[config.mk]
export PLATFORM = sky130hd
export DESIGN_NAME = led_matrix_scroller
export DESIGN_NICKNAME = d
export VERILOG_FILES = /design/src/rtl/led_matrix_scroller.sv
export SDC_FILE = /design/constraint.sdc
export NUM_CORES = 1
export LEC_CHECK = 0
export CAP_MARGIN = 20
export CELL_PAD_IN_SITES_DETAIL_PLACEMENT = 0
export CELL_PAD_IN_SITES_GLOBAL_PLACEMENT = 1
export CORE_MARGIN = 2
export CORE_UTILIZATION = 30
export CTS_CLUSTER_SIZE = 28
export DETAILED_ROUTE_END_ITERATION = 10
export PLACE_DENSITY_LB_ADDON = 0.1
export SLEW_MARGIN = 20
export SYNTH_ARGS = -nofsm -noshare
export SYNTH_HDL_FRONTEND = slang
export SYNTH_SLANG_ARGS = --single-unit
[constraint.sdc]
create_clock -name clk -period 9.4 [get_ports clk]
set_input_delay 1.88 -clock clk [delete_from_list [all_inputs] [get_ports clk]]
set_output_delay 1.88 -clock clk [all_outputs]
set_load 0.01 [all_outputs]
[src/rtl/led_matrix_scroller.sv]
// rtl/led_matrix_scroller.sv - scrolling text renderer for a serial RGB LED matrix
// Shifts start word, one word per LED and zero end words; window advances per STEP_FRAMES frames.
module led_matrix_scroller #(
  parameter int COLS        = 8,
  parameter int ROWS        = 8,
  parameter int NUM_CHARS   = 4,
  parameter int CLK_DIV     = 0,
  parameter int SERPENTINE  = 1,
  parameter int END_WORDS   = 2,
  parameter int STEP_FRAMES = 1,
  localparam int CW = (NUM_CHARS > 1) ? $clog2(NUM_CHARS) : 1,
  localparam int RW = $clog2(ROWS)
) (
  input  logic            clk,
  input  logic            reset,
  input  logic            enable,
  input  logic            scroll_en,
  input  logic [23:0]     fg_rgb,
  input  logic [23:0]     bg_rgb,
  input  logic [4:0]      brightness,
  input  logic            glyph_we,
  input  logic [CW-1:0]   glyph_char,
  input  logic [RW-1:0]   glyph_row,
  input  logic [COLS-1:0] glyph_data,
  output logic            led_clk,
  output logic            led_data,
  output logic            busy,
  output logic            frame_done
);

  localparam int KW  = $clog2(COLS);
  localparam int MSG = NUM_CHARS * COLS;
  localparam int SW  = $clog2(MSG);
  localparam int DW  = (CLK_DIV > 0) ? $clog2(CLK_DIV + 1) : 1;
  localparam int FW  = $clog2(STEP_FRAMES + 1);
  localparam int EW  = $clog2(END_WORDS + 1);

  typedef enum logic [1:0] {S_IDLE, S_START, S_PIXELS, S_END} state_t;

  state_t            state_q, state_d;
  logic [DW-1:0]     div_q, div_d;
  logic              phase_q, phase_d;
  logic [4:0]        bit_q, bit_d;
  logic [31:0]       shift_q, shift_d;
  logic [RW-1:0]     row_q, row_d;
  logic [KW-1:0]     col_q, col_d;
  logic [EW-1:0]     end_q, end_d;
  logic [23:0]       fg_q, fg_d, bg_q, bg_d;
  logic [4:0]        br_q, br_d;
  logic [SW-1:0]     scroll_q, scroll_d;
  logic [FW-1:0]     frame_q, frame_d;
  logic              done_q, done_d;
  logic [COLS-1:0]   glyph_q [NUM_CHARS][ROWS];
  logic [COLS-1:0]   glyph_d [NUM_CHARS][ROWS];

  logic [RW-1:0]     nxt_row;
  logic [KW-1:0]     nxt_col, win_x, msg_bit;
  logic [SW:0]       msg_sum;
  logic [SW-1:0]     msg_col;
  logic [CW-1:0]     msg_char;
  logic              pix_on;
  logic [31:0]       pix_word;

  function automatic logic [31:0] led_word(input logic [23:0] rgb, input logic [4:0] br);
    return {3'b111, br, rgb[7:0], rgb[15:8], rgb[23:16]};
  endfunction

  // Word for the LED that will be shifted next, sampled at its word boundary.
  always_comb begin
    nxt_row = '0;
    nxt_col = '0;
    if (state_q == S_PIXELS) begin
      if (col_q == KW'(COLS - 1)) begin
        nxt_row = row_q + 1'b1;
      end else begin
        nxt_row = row_q;
        nxt_col = col_q + 1'b1;
      end
    end
    win_x    = (SERPENTINE != 0 && !nxt_row[0]) ? KW'(COLS - 1) - nxt_col : nxt_col;
    msg_sum  = {1'b0, scroll_q} + (SW + 1)'(win_x);
    msg_col  = (msg_sum >= (SW + 1)'(MSG)) ? SW'(msg_sum - (SW + 1)'(MSG)) : SW'(msg_sum);
    msg_char = CW'(32'(msg_col) / 32'(COLS));
    msg_bit  = KW'(32'(COLS - 1) - (32'(msg_col) % 32'(COLS)));
    pix_on   = glyph_q[msg_char][nxt_row][msg_bit];
    pix_word = pix_on ? led_word(fg_q, br_q) : led_word(bg_q, br_q);
  end

  always_comb begin
    state_d  = state_q;
    div_d    = div_q;
    phase_d  = phase_q;
    bit_d    = bit_q;
    shift_d  = shift_q;
    row_d    = row_q;
    col_d    = col_q;
    end_d    = end_q;
    fg_d     = fg_q;
    bg_d     = bg_q;
    br_d     = br_q;
    scroll_d = scroll_q;
    frame_d  = frame_q;
    done_d   = 1'b0;
    glyph_d  = glyph_q;
    if (glyph_we) glyph_d[glyph_char][glyph_row] = glyph_data;

    if (state_q == S_IDLE) begin
      if (enable) begin
        state_d = S_START;
        fg_d    = fg_rgb;
        bg_d    = bg_rgb;
        br_d    = brightness;
        div_d   = '0;
        phase_d = 1'b0;
        bit_d   = '0;
        shift_d = '0;
      end
    end else if (div_q != DW'(CLK_DIV)) begin
      div_d = div_q + 1'b1;
    end else if (!phase_q) begin
      div_d   = '0;
      phase_d = 1'b1;
    end else begin
      div_d   = '0;
      phase_d = 1'b0;
      bit_d   = bit_q + 1'b1;
      shift_d = {shift_q[30:0], 1'b0};
      if (bit_q == 5'd31) begin
        case (state_q)
          S_START: begin
            state_d = S_PIXELS;
            row_d   = nxt_row;
            col_d   = nxt_col;
            shift_d = pix_word;
          end
          S_PIXELS: begin
            if (row_q == RW'(ROWS - 1) && col_q == KW'(COLS - 1)) begin
              state_d = S_END;
              end_d   = '0;
              shift_d = '0;
            end else begin
              row_d   = nxt_row;
              col_d   = nxt_col;
              shift_d = pix_word;
            end
          end
          default: begin
            if (end_q == EW'(END_WORDS - 1)) begin
              state_d = S_IDLE;
              done_d  = 1'b1;
              if (scroll_en) begin
                if (frame_q == FW'(STEP_FRAMES - 1)) begin
                  frame_d  = '0;
                  scroll_d = (scroll_q == SW'(MSG - 1)) ? '0 : scroll_q + 1'b1;
                end else begin
                  frame_d = frame_q + 1'b1;
                end
              end
            end else begin
              end_d = end_q + 1'b1;
            end
          end
        endcase
      end
    end
  end

  always_ff @(posedge clk) begin
    if (reset) begin
      state_q  <= S_IDLE;
      div_q    <= '0;
      phase_q  <= 1'b0;
      bit_q    <= '0;
      shift_q  <= '0;
      row_q    <= '0;
      col_q    <= '0;
      end_q    <= '0;
      fg_q     <= '0;
      bg_q     <= '0;
      br_q     <= '0;
      scroll_q <= '0;
      frame_q  <= '0;
      done_q   <= 1'b0;
      glyph_q  <= '{default: '0};
    end else begin
      state_q  <= state_d;
      div_q    <= div_d;
      phase_q  <= phase_d;
      bit_q    <= bit_d;
      shift_q  <= shift_d;
      row_q    <= row_d;
      col_q    <= col_d;
      end_q    <= end_d;
      fg_q     <= fg_d;
      bg_q     <= bg_d;
      br_q     <= br_d;
      scroll_q <= scroll_d;
      frame_q  <= frame_d;
      done_q   <= done_d;
      glyph_q  <= glyph_d;
    end
  end

  assign busy       = (state_q != S_IDLE);
  assign led_clk    = busy && phase_q;
  assign led_data   = busy && shift_q[31];
  assign frame_done = done_q;

endmodule

# Yosys cells after proc, flatten, opt, wreduce, memory -nomap -nowiden
# Index checks and enable logic that the tools add are counted.
# word_totals
wordCells,165
ff_bits,365
# classes
n_mux,55
n_addsub,11
order_cmp,8
eq_ne,13
bitwise_logic,11
n_reduce_logical,21
# op_table
cell,n
bitwise mux 256 bit,1
two-way mux 32 bit,6
two-way mux 64 bit,3
binary-select mux 64 bit (select 2 bit),1
demux 64 bit (select 2 bit),1
one-hot mux 32 bit (2 select lines),1
two-way mux 5 bit,6
binary-select mux 8 bit (select 3 bit),1
demux 8 bit (select 3 bit),1
two-way mux 24 bit,1
two-way mux 8 bit,3
two-way mux 3 bit,7
two-way mux 2 bit,9
AND reduction 7 bit,2
one-hot mux 3 bit (2 select lines),2
AND reduction 6 bit,2
"adder 5 x 1 -> 5 bit, second input constant",2
"== test 5 bit, second input constant",2
two-way mux 1 bit,9
"greater-or-equal comparator 4 bit, second input constant",2
inverter 3 -> 4 bit,2
one-hot mux 2 bit (2 select lines),2
AND reduction 8 bit,1
nonzero test 2 bit,4
27 further kinds,48

# Longest topological paths before layout
# Gate-level depths: netlist of run 1.
# logic_depth
ltp_word,24
mapped_depth,24
depth_no_buf,17

# Least setup slack after synthesis of run 1
# OpenSTA, ideal clock, no wires.
# synth_timing
path_kind,reg2reg
start,register state_q[0]
end,register shift_q[0]
setup_ns,0.122
required_ns,9.278
t_arrival_ns,4.288
period_less_slack_ns,4.410
setup_slack_ns,4.990
stages_incl_launch_ff,20
path_cell_list,dfxtp_1 inv_1 ha_1 clkbuf_1 clkbuf_1 nand2_1 ha_1 fa_1 a21o_1 a22oi_4 buf_2 a31oi_1 a22o_1 or4b_1 nand4_1 o31ai_2 or2_1 buf_6 buf_6 a311o_1
# synth_between
elab_chain_len,23
word_cells_on_any_way,33
classes_between,add/sub (4); order compare (1); eq/ne (4); mux (19); bitwise (2); reduce/logical (3)
# synth_lines
element,line_no,text
start: declaration,40,"state_t state_q, state_d;"
start signal: assignment,186,state_q <= state_d;
== test 2 bit,"72, 129",
two-way mux 3 bit,72,if (state_q == S_PIXELS) begin
subtractor 3 bit,80,win_x = (SERPENTINE != 0 && !nxt_row[0]) ? KW'(COLS - 1) - nxt_col : nxt_col;
two-way mux 3 bit,80,
adder 5 x 3 -> 6 bit,81,"msg_sum = {1'b0, scroll_q} + (SW + 1)'(win_x);"
subtractor 5 x 1 -> 5 bit or greater-or-equal comparator 6 bit (tied branches),82,msg_col = (msg_sum >= (SW + 1)'(MSG)) ? SW'(msg_sum - (SW + 1)'(MSG)) : SW'(msg_sum);
two-way mux 5 bit,82,
inverter 2 -> 3 bit (not written as such),85,pix_on = glyph_q[msg_char][nxt_row][msg_bit];
[... 7 more ...],-,
two-way mux 1 bit (not written as such),85,
two-way mux 24 bit,86,"pix_word = pix_on ? led_word(fg_q, br_q) : led_word(bg_q, br_q);"
two-way mux 32 bit,137,if (row_q == RW'(ROWS - 1) && col_q == KW'(COLS - 1)) begin
one-hot mux 32 bit (2 select lines),129,case (state_q)
two-way mux 32 bit,128,if (bit_q == 5'd31) begin
two-way mux 32 bit,120,end else if (!phase_q) begin
two-way mux 32 bit,118,end else if (div_q != DW'(CLK_DIV)) begin
two-way mux 32 bit,107,if (state_q == S_IDLE) begin
end signal: assignment,190,shift_q <= shift_d;
end: declaration,44,"logic [31:0] shift_q, shift_d;"
# Several ways; a longest one is shown, not always the timed one. The select of a mux whose other input is x is not followed.
# A chain may end at the register's enable or synchronous reset.

# Worst setup path after layout of run 1
# layout_timing
start,register col_q[0]
end,register shift_q[18]
# layout_between
elab_chain_len,24
word_cells_on_any_way,31
classes_between,add/sub (5); order compare (1); eq/ne (1); mux (21); bitwise (2); reduce/logical (1)
# layout_lines
element,line_no,text
start: declaration,46,"logic [KW-1:0] col_q, col_d;"
start signal: assignment,192,col_q <= col_d;
adder 3 x 1 -> 3 bit or == test 3 bit (tied branches),"77, 73, 137",
two-way mux 3 bit,73,if (col_q == KW'(COLS - 1)) begin
two-way mux 3 bit,72,
subtractor 3 bit,80,
two-way mux 3 bit,80,
adder 5 x 3 -> 6 bit,81,
subtractor 5 x 1 -> 5 bit or greater-or-equal comparator 6 bit (tied branches),82,
two-way mux 5 bit,82,
[... 8 more ...],-,
two-way mux 1 bit (not written as such),85,
two-way mux 24 bit,86,
two-way mux 32 bit,137,
one-hot mux 32 bit (2 select lines) *,129,
two-way mux 32 bit *,128,
two-way mux 32 bit *,120,
two-way mux 32 bit *,118,
two-way mux 32 bit *,107,
# Mark *: on every way between the ends. The rest lies on a longest branch, timed or not. The select of a mux whose other input is x is not followed.

==> results of run 1 <==
[worst max-delay path, cell delays in order (launching register included)]
cell,delay (ns)
dfxtp_1,0.36
ha_1,0.17
ha_1,0.37
xor2_1,0.28
xor2_1,0.18
nand2_1,0.07
ha_1,0.45
and3_1,0.50
o21ai_2,0.10
buf_4,0.29
nand2_4,0.84
a211oi_1,0.18
a2111oi_0,0.75
a31oi_1,0.10
a2111o_1,0.44
o31ai_4,0.10
buf_4,0.36
or2_1,0.80
a311o_1,0.30
[worst paths after layout]
check                   startpoint                       end  slack, ns  cells past startpoint
max          col_q[0]$_SDFFE_PP0P_  shift_q[18]$_SDFFE_PP0P_       2.60                     18
min           br_q[3]$_SDFFE_PP0P_      br_q[3]$_SDFFE_PP0P_       0.46                      2
max reg2reg  col_q[0]$_SDFFE_PP0P_  shift_q[18]$_SDFFE_PP0P_       2.60                     18
min reg2reg   br_q[3]$_SDFFE_PP0P_      br_q[3]$_SDFFE_PP0P_       0.46                      2
[synth_stat cells (3+ instances only)]
cell         n
nor2_1     335
a32oi_1      4
a31oi_1     19
a311oi_1     4
a222oi_1     5
o211ai_1     4
a311o_1     24
nand4_1      8
o22ai_1      4
a21oi_1    111
ha_1        17
buf_4        6
inv_1        6
dfxtp_1    363
a2111oi_0   10
a221oi_1     6
a32o_1       3
mux4_2       4
nor3_1      36
o41ai_1      3
and3_1      35
nand3b_1    10
nor3b_1      6
a211oi_1    30
buf_2       21
a21boi_0     3
mux2i_1    278
buf_1       13
a22oi_1     34
clkbuf_1   107
o21ai_0     18
a22o_1       3
a211o_1      4
nand2_1    293
nor2b_1      3
buf_6       12
nand3_1     62
and2_1       5
nand2b_1    17
[flip-flops by register name, indices dropped and copies added, names as in the netlist]
| register | count |
|---|---|
| glyph_q | 256 |
| shift_q | 32 |
| bg_q | 24 |
| fg_q | 24 |
| bit_q | 5 |
| br_q | 5 |
| scroll_q | 5 |
| col_q | 3 |
| row_q | 3 |
| end_q | 2 |
| state_q | 2 |
| frame_done | 1 |
| phase_q | 1 |
[through the flow]
stage	total power, mW	area (sq um)	cells	utilization [%]
after floorplan	1.816	16950	1979	-
after global placement	1.943	18280	2690	32.54
after detailed placement	1.946	18280	2690	32.55
after CTS	3.600	19630	2762	34.95
after global routing	3.685	19660	2763	35.00
final	3.539	19660	2763	35.00
[where the power goes]
part / switching [mW] / internal (mW)
clock network: 0.692 / 0.938
logic: 0.203 / 0.0955
registers: 0.0291 / 1.58
total: 0.924 / 2.61
[logic make-up after synthesis]
group           after synthesis  share of synthesized area, %
xor+xnor                      4                        0.2068
simple gates                830                         21.04
mux                         283                         17.02
fa+ha+maj                    18                         1.373
compound gates              315                         12.97
flops                       363                         42.89
buf+inv                     166                         4.497
[per-layer routing]
metal  track usage [%]  part of all wire (%)  vias to the layer above
met2             33.29                    47                      327
met5                 0                     0                        -
met3             2.619                   4.5                       95
met4             6.046                   2.6                        0
met1             26.88                    46                     6946
li1                  -                     -                     6927
[area by class of cell]
| type | count | area share, % |
|---|---|---|
| timing repair buffer | 115 | 5.525 |
| multi-input combinational | 1450 | 45.71 |
| clock buffer | 57 | 6.212 |
| inverter | 7 | 0.1337 |
| tap | 756 | 4.812 |
| sequential | 363 | 36.97 |
| clock inverter | 15 | 0.6429 |
==> out/metrics.yaml, run 1 <==
cells_and_area:
  nFillCells: 5903
  fin_nets: 2071
  syn2layout_area_growth_pct: 16.01
  layout.cells.most_common: "dfxtp_1"
  drive_gt1_share_pct: 7.324
  regArea_sq_um: 7267
  num_antenna_cells: 0
  final_cell_mix: "dfxtp_1, nor2_1, nand2_1, mux2i_1, a21oi_1"
  multi_input_area_sq_um: 8985
route:
  drt_iter0_markers: 1008
  wire_per_inst_microns: 21.67
  vias_per_cell: 5.174
  post-route-drc-count: 0
  via_count: 14300
  firstDrtPassIters: 5
  finalWirelength_microns: 59870
  final_antenna_net_count: 0
timing:
  slew_viol_final: 0
  setup_slack_ns: 2.595
  finalSetupViolCount: 0
  clock-skew-final_ns: 0.01901
  fin_setup_tns_ns: 0
  hold_viol: 0
  worst_slew_pin_slew_ns: 1.109
  fin_crit_sh_pct: 72.39
  min_period_ns: 6.805
  whs_ns: 0.4562
  fmax_mhz: 147.0
  slew_headroom_pct: 26.01
  rsz0062_at_grt: "no"
yosys:
  synthesis.area_sq_um: 16950
  synthDistinctLibCells: 78
  ys_seq_elements: 363
  mappedNetlistNets: 2068
  ys.flop_type: "dfxtp_1"
  synth_top_area_share_pct: 42.89
  async_reset_ff_share_pct: 0
  yosysWarnings: 0
  seq_area_frac_synth_pct: 42.89
  synth.avg_cell_area_sq_um: 8.562
  synth.area.top_cells: "dfxtp_1, mux2i_1, nor2_1"
  yosysTopAreaCell: "dfxtp_1"
  synth_enable_flop_cells: 0
  synthCells: 1979
cts:
  clockBufferDepth: 3
  post_cts_buffers: 0
  clock-sinks: 363
  cts_max_level: 2
  insertion_delay_ns: 0.58
  cts_inserted_buffers: 45
  ctsRootBufferMaster: "clkbuf_16"
  hold_buffers: 0
  cts_resized: 0
  cts_tree: "done"
  clk_pin_slew_ns: 0.06
setup_path:
  required_ns: 9.93
  path_max_fanout: 75
  startpoint_type: "flip-flop"
  arrival_ns: 7.33
  crit_type: "reg2reg"
  cp-end-kind: "flip-flop"
floorplan:
  die_w_microns: 241.7
  die_area_sq_um: 58400
  start_util_pct: 30.17
  die_y_microns: 241.7
  coreArea_sq_um: 56170
  row_count: 87
  pin_count: 75
power_and_ir_drop:
  irDropWorstVdd_mv: 0.1935
  pwr_density_cell_nw_per_um2: 180.0
  leakagePower_nw: 7.716
placement:
  portBuffers: 74
  gp_congestion: 0.8002
  dp_hpwl_microns: 38070
  post-place-ws_ns: 2.615
global_route:
  grt_usage_pct: 19.99
  grt_antenna_before_repair: 1
  grt_pass1_wl_microns: 89740
  grt_max_degree: 203
  gr-total-overflow: 0
  first_global_vias: 14000
run_status:
  outcome: "finished, final reports clean"
job:
  maxCapViolCount: 0
worst_hold_path:
  hp-class: "reg2reg"
Power figures use the tool's default switching activity.
==> run 2, diff against run 1 <==
clock period = 6.3 ns   (was 9.4 ns; I/O delays follow)
==> run 2 against run 1 <==
Total power grew 54%. Sequential cell count unchanged. Core utilization grew 0.47 points. Critical path type unchanged. Highest routed layer unchanged.
==> out/metrics.yaml, run 2 (synthesized netlist as in run 1, its figures left out) <==
floorplan:
  coreArea_sq_um: 56170
  die_w_microns: 241.7
  die_y_microns: 241.7
  die_area_sq_um: 58400
  start_util_pct: 30.17
  pin_count: 75
  row_count: 87
power_and_ir_drop:
  pwr_density_cell_nw_per_um2: 274.0
  leakagePower_nw: 7.869
  p_total_mw: 5.458
  irDropWorstVdd_mv: 0.1793
global_route:
  grt_antenna_before_repair: 0
  grt_max_degree: 140
  grt_usage_pct: 20.23
  grt_pass1_wl_microns: 91470
  first_global_vias: 14250
  gr-total-overflow: 0
cts:
  cts_resized: 0
  cts_inserted_buffers: 44
  post_cts_buffers: 0
  cts_max_level: 2
  insertion_delay_ns: 0.59
  ctsRootBufferMaster: "clkbuf_16"
  hold_buffers: 0
  clock-sinks: 363
  cts_tree: "done"
  clockBufferDepth: 3
  clk_pin_slew_ns: 0.06
cells_and_area:
  largest_reg_flops: 256
  final_cell_mix: "dfxtp_1, nor2_1, nand2_1, mux2i_1, a21oi_1"
  fin_cells: 2789
  nFillCells: 5911
  fin_nets: 2088
  layout.cells.most_common: "dfxtp_1"
  drive_gt1_share_pct: 8.362
  num_antenna_cells: 0
  syn2layout_area_growth_pct: 17.57
  reg.largest.list: "glyph_q: 256 flops, shift_q: 32 flops"
  largest-register: "glyph_q"
setup_path:
  required_ns: 6.77
  r2r_end: "shift_q[19]$_SDFFE_PP0P_"
  crit_cells: 18
  r2r_start: "col_q[0]$_SDFFE_PP0P_"
  reg2regPathDepth: 18
  r2r_setup_slack_ns: 0.75
  path_max_fanout: 24
  crit_type: "reg2reg"
  critPathMaxStageDelay_ns: 0.63
  startpoint_type: "flip-flop"
  worst-path-buf-inv: 2
  worstSetupStartpoint: "col_q[0]$_SDFFE_PP0P_"
  critPathTopFamily: "compound AO/OA/AOI/OAI gates"
  slowest_stage: "mux4_2"
  cp_common_cell: "ha_1"
  cp_cell_sequence: "ha_1 -> ha_1 -> xor2_1 -> xor2_1 -> nand2_1 -> ha_1 -> nand3_1 -> a21oi_2 -> buf_4 -> nor2_4 -> mux4_2 -> a22oi_1 -> a31oi_1 -> a2111o_1 -> o31ai_4 -> buf_4 -> nor3_1 -> a311o_1"
  cp-end-kind: "flip-flop"
  arrival_ns: 6.03
timing:
  worst_slew_pin_slew_ns: 1.079
  hold_viol: 0
  fin_setup_tns_ns: 0
  slew_headroom_pct: 27.80
  slew_viol_final: 0
  finalSetupViolCount: 0
  rsz0062_at_grt: "no"
  clock-skew-final_ns: 0.02001
  fmax_mhz: 180.1
  fin_crit_sh_pct: 88.15
  min_period_ns: 5.554
  whs_ns: 0.4553
placement:
  gp_congestion: 0.8321
  dp_hpwl_microns: 39860
  placedCellCount: 2709
  portBuffers: 74
route:
  drt_iter0_markers: 1012
  finalWirelength_microns: 60290
  wire_per_inst_microns: 21.62
  post-route-drc-count: 0
  final_antenna_net_count: 0
  via_count: 14420
  firstDrtPassIters: 7
  vias_per_cell: 5.172
run_status:
  outcome: "finished, final reports clean"
worst_hold_path:
  hp-class: "reg2reg"
  hold_path_end: "bg_q[2]$_SDFFE_PP0P_"
  whs_path_depth: 2
  min_from: "bg_q[2]$_SDFFE_PP0P_"
job:
  maxCapViolCount: 0
==> run 2: cell count changes in the layout (fill, tap and decap cells not counted), sizes merged <==
cell / previous run / this run
buf: 42 / 60
clkbuf: 57 / 67
clkinv: 13 / 8
bufinv: 1 / 2
clkinvlp: 0 / 1
inv: 8 / 9
==> run 2: area by class of cell <==
type / count / area, sq um / share of cell area, %
timing repair buffer: 133 / 1214 / 6.092
clock inverter: 13 / 151.4 / 0.7600
clock buffer: 67 / 1338 / 6.714
sequential: 363 / 7267 / 36.48
tap: 756 / 945.9 / 4.748
inverter: 7 / 26.28 / 0.1319
multi-input combinational: 1450 / 8980 / 45.08
==> run 2: worst max path at each step <==
stage / endpoint / slack, ns
2_1_floorplan: shift_q[0]$_SDFFE_PP0P_ / 1.89
3_3_place_gp: shift_q[21]$_SDFFE_PP0P_ / 0.82
3_5_place_dp: shift_q[23]$_SDFFE_PP0P_ / 0.74
4_1_cts: shift_q[23]$_SDFFE_PP0P_ / 0.74
5_1_grt: shift_q[23]$_SDFFE_PP0P_ / 0.36
6_report: shift_q[19]$_SDFFE_PP0P_ / 0.75
==> run 2: per-layer routing <==
layer  part of all wire (%)  vias to the layer above  track usage, %  wire length (microns)
li1                       -                     6986               -                      -
met1                     46                     7034           27.33                  27880
met2                     47                      320           34.02                  28580
met3                    4.0                       84           2.264                   2417
met4                    2.3                        0           5.755                   1415
met5                      0                        -               0                      0
==> run 2: through the flow <==
stage	instance area (sq um)	setup slack, ns	utilization (%)
2_1_floorplan	16950	1.890	-
3_3_place_gp	18430	0.8187	32.80
3_5_place_dp	18430	0.7442	32.80
4_1_cts	19910	0.7375	35.45
5_1_grt	19920	0.3554	35.47
6_report	19920	0.7464	35.47
==> run 2: worst register-to-register path: stages, from the launching register on <==
cell	delay (ns)
dfxtp_1	0.37
ha_1	0.16
ha_1	0.35
xor2_1	0.31
xor2_1	0.17
nand2_1	0.08
ha_1	0.39
nand3_1	0.39
a21oi_2	0.09
buf_4	0.20
nor2_4	0.57
mux4_2	0.64
a22oi_1	0.33
a31oi_1	0.17
a2111o_1	0.36
o31ai_4	0.09
buf_4	0.36
nor3_1	0.11
a311o_1	0.33
==> run 2: report_power, final <==
part | internal (mW) | switching, mW
registers | 2.36 | 0.0464
clock network | 1.55 | 1.06
logic | 0.142 | 0.305
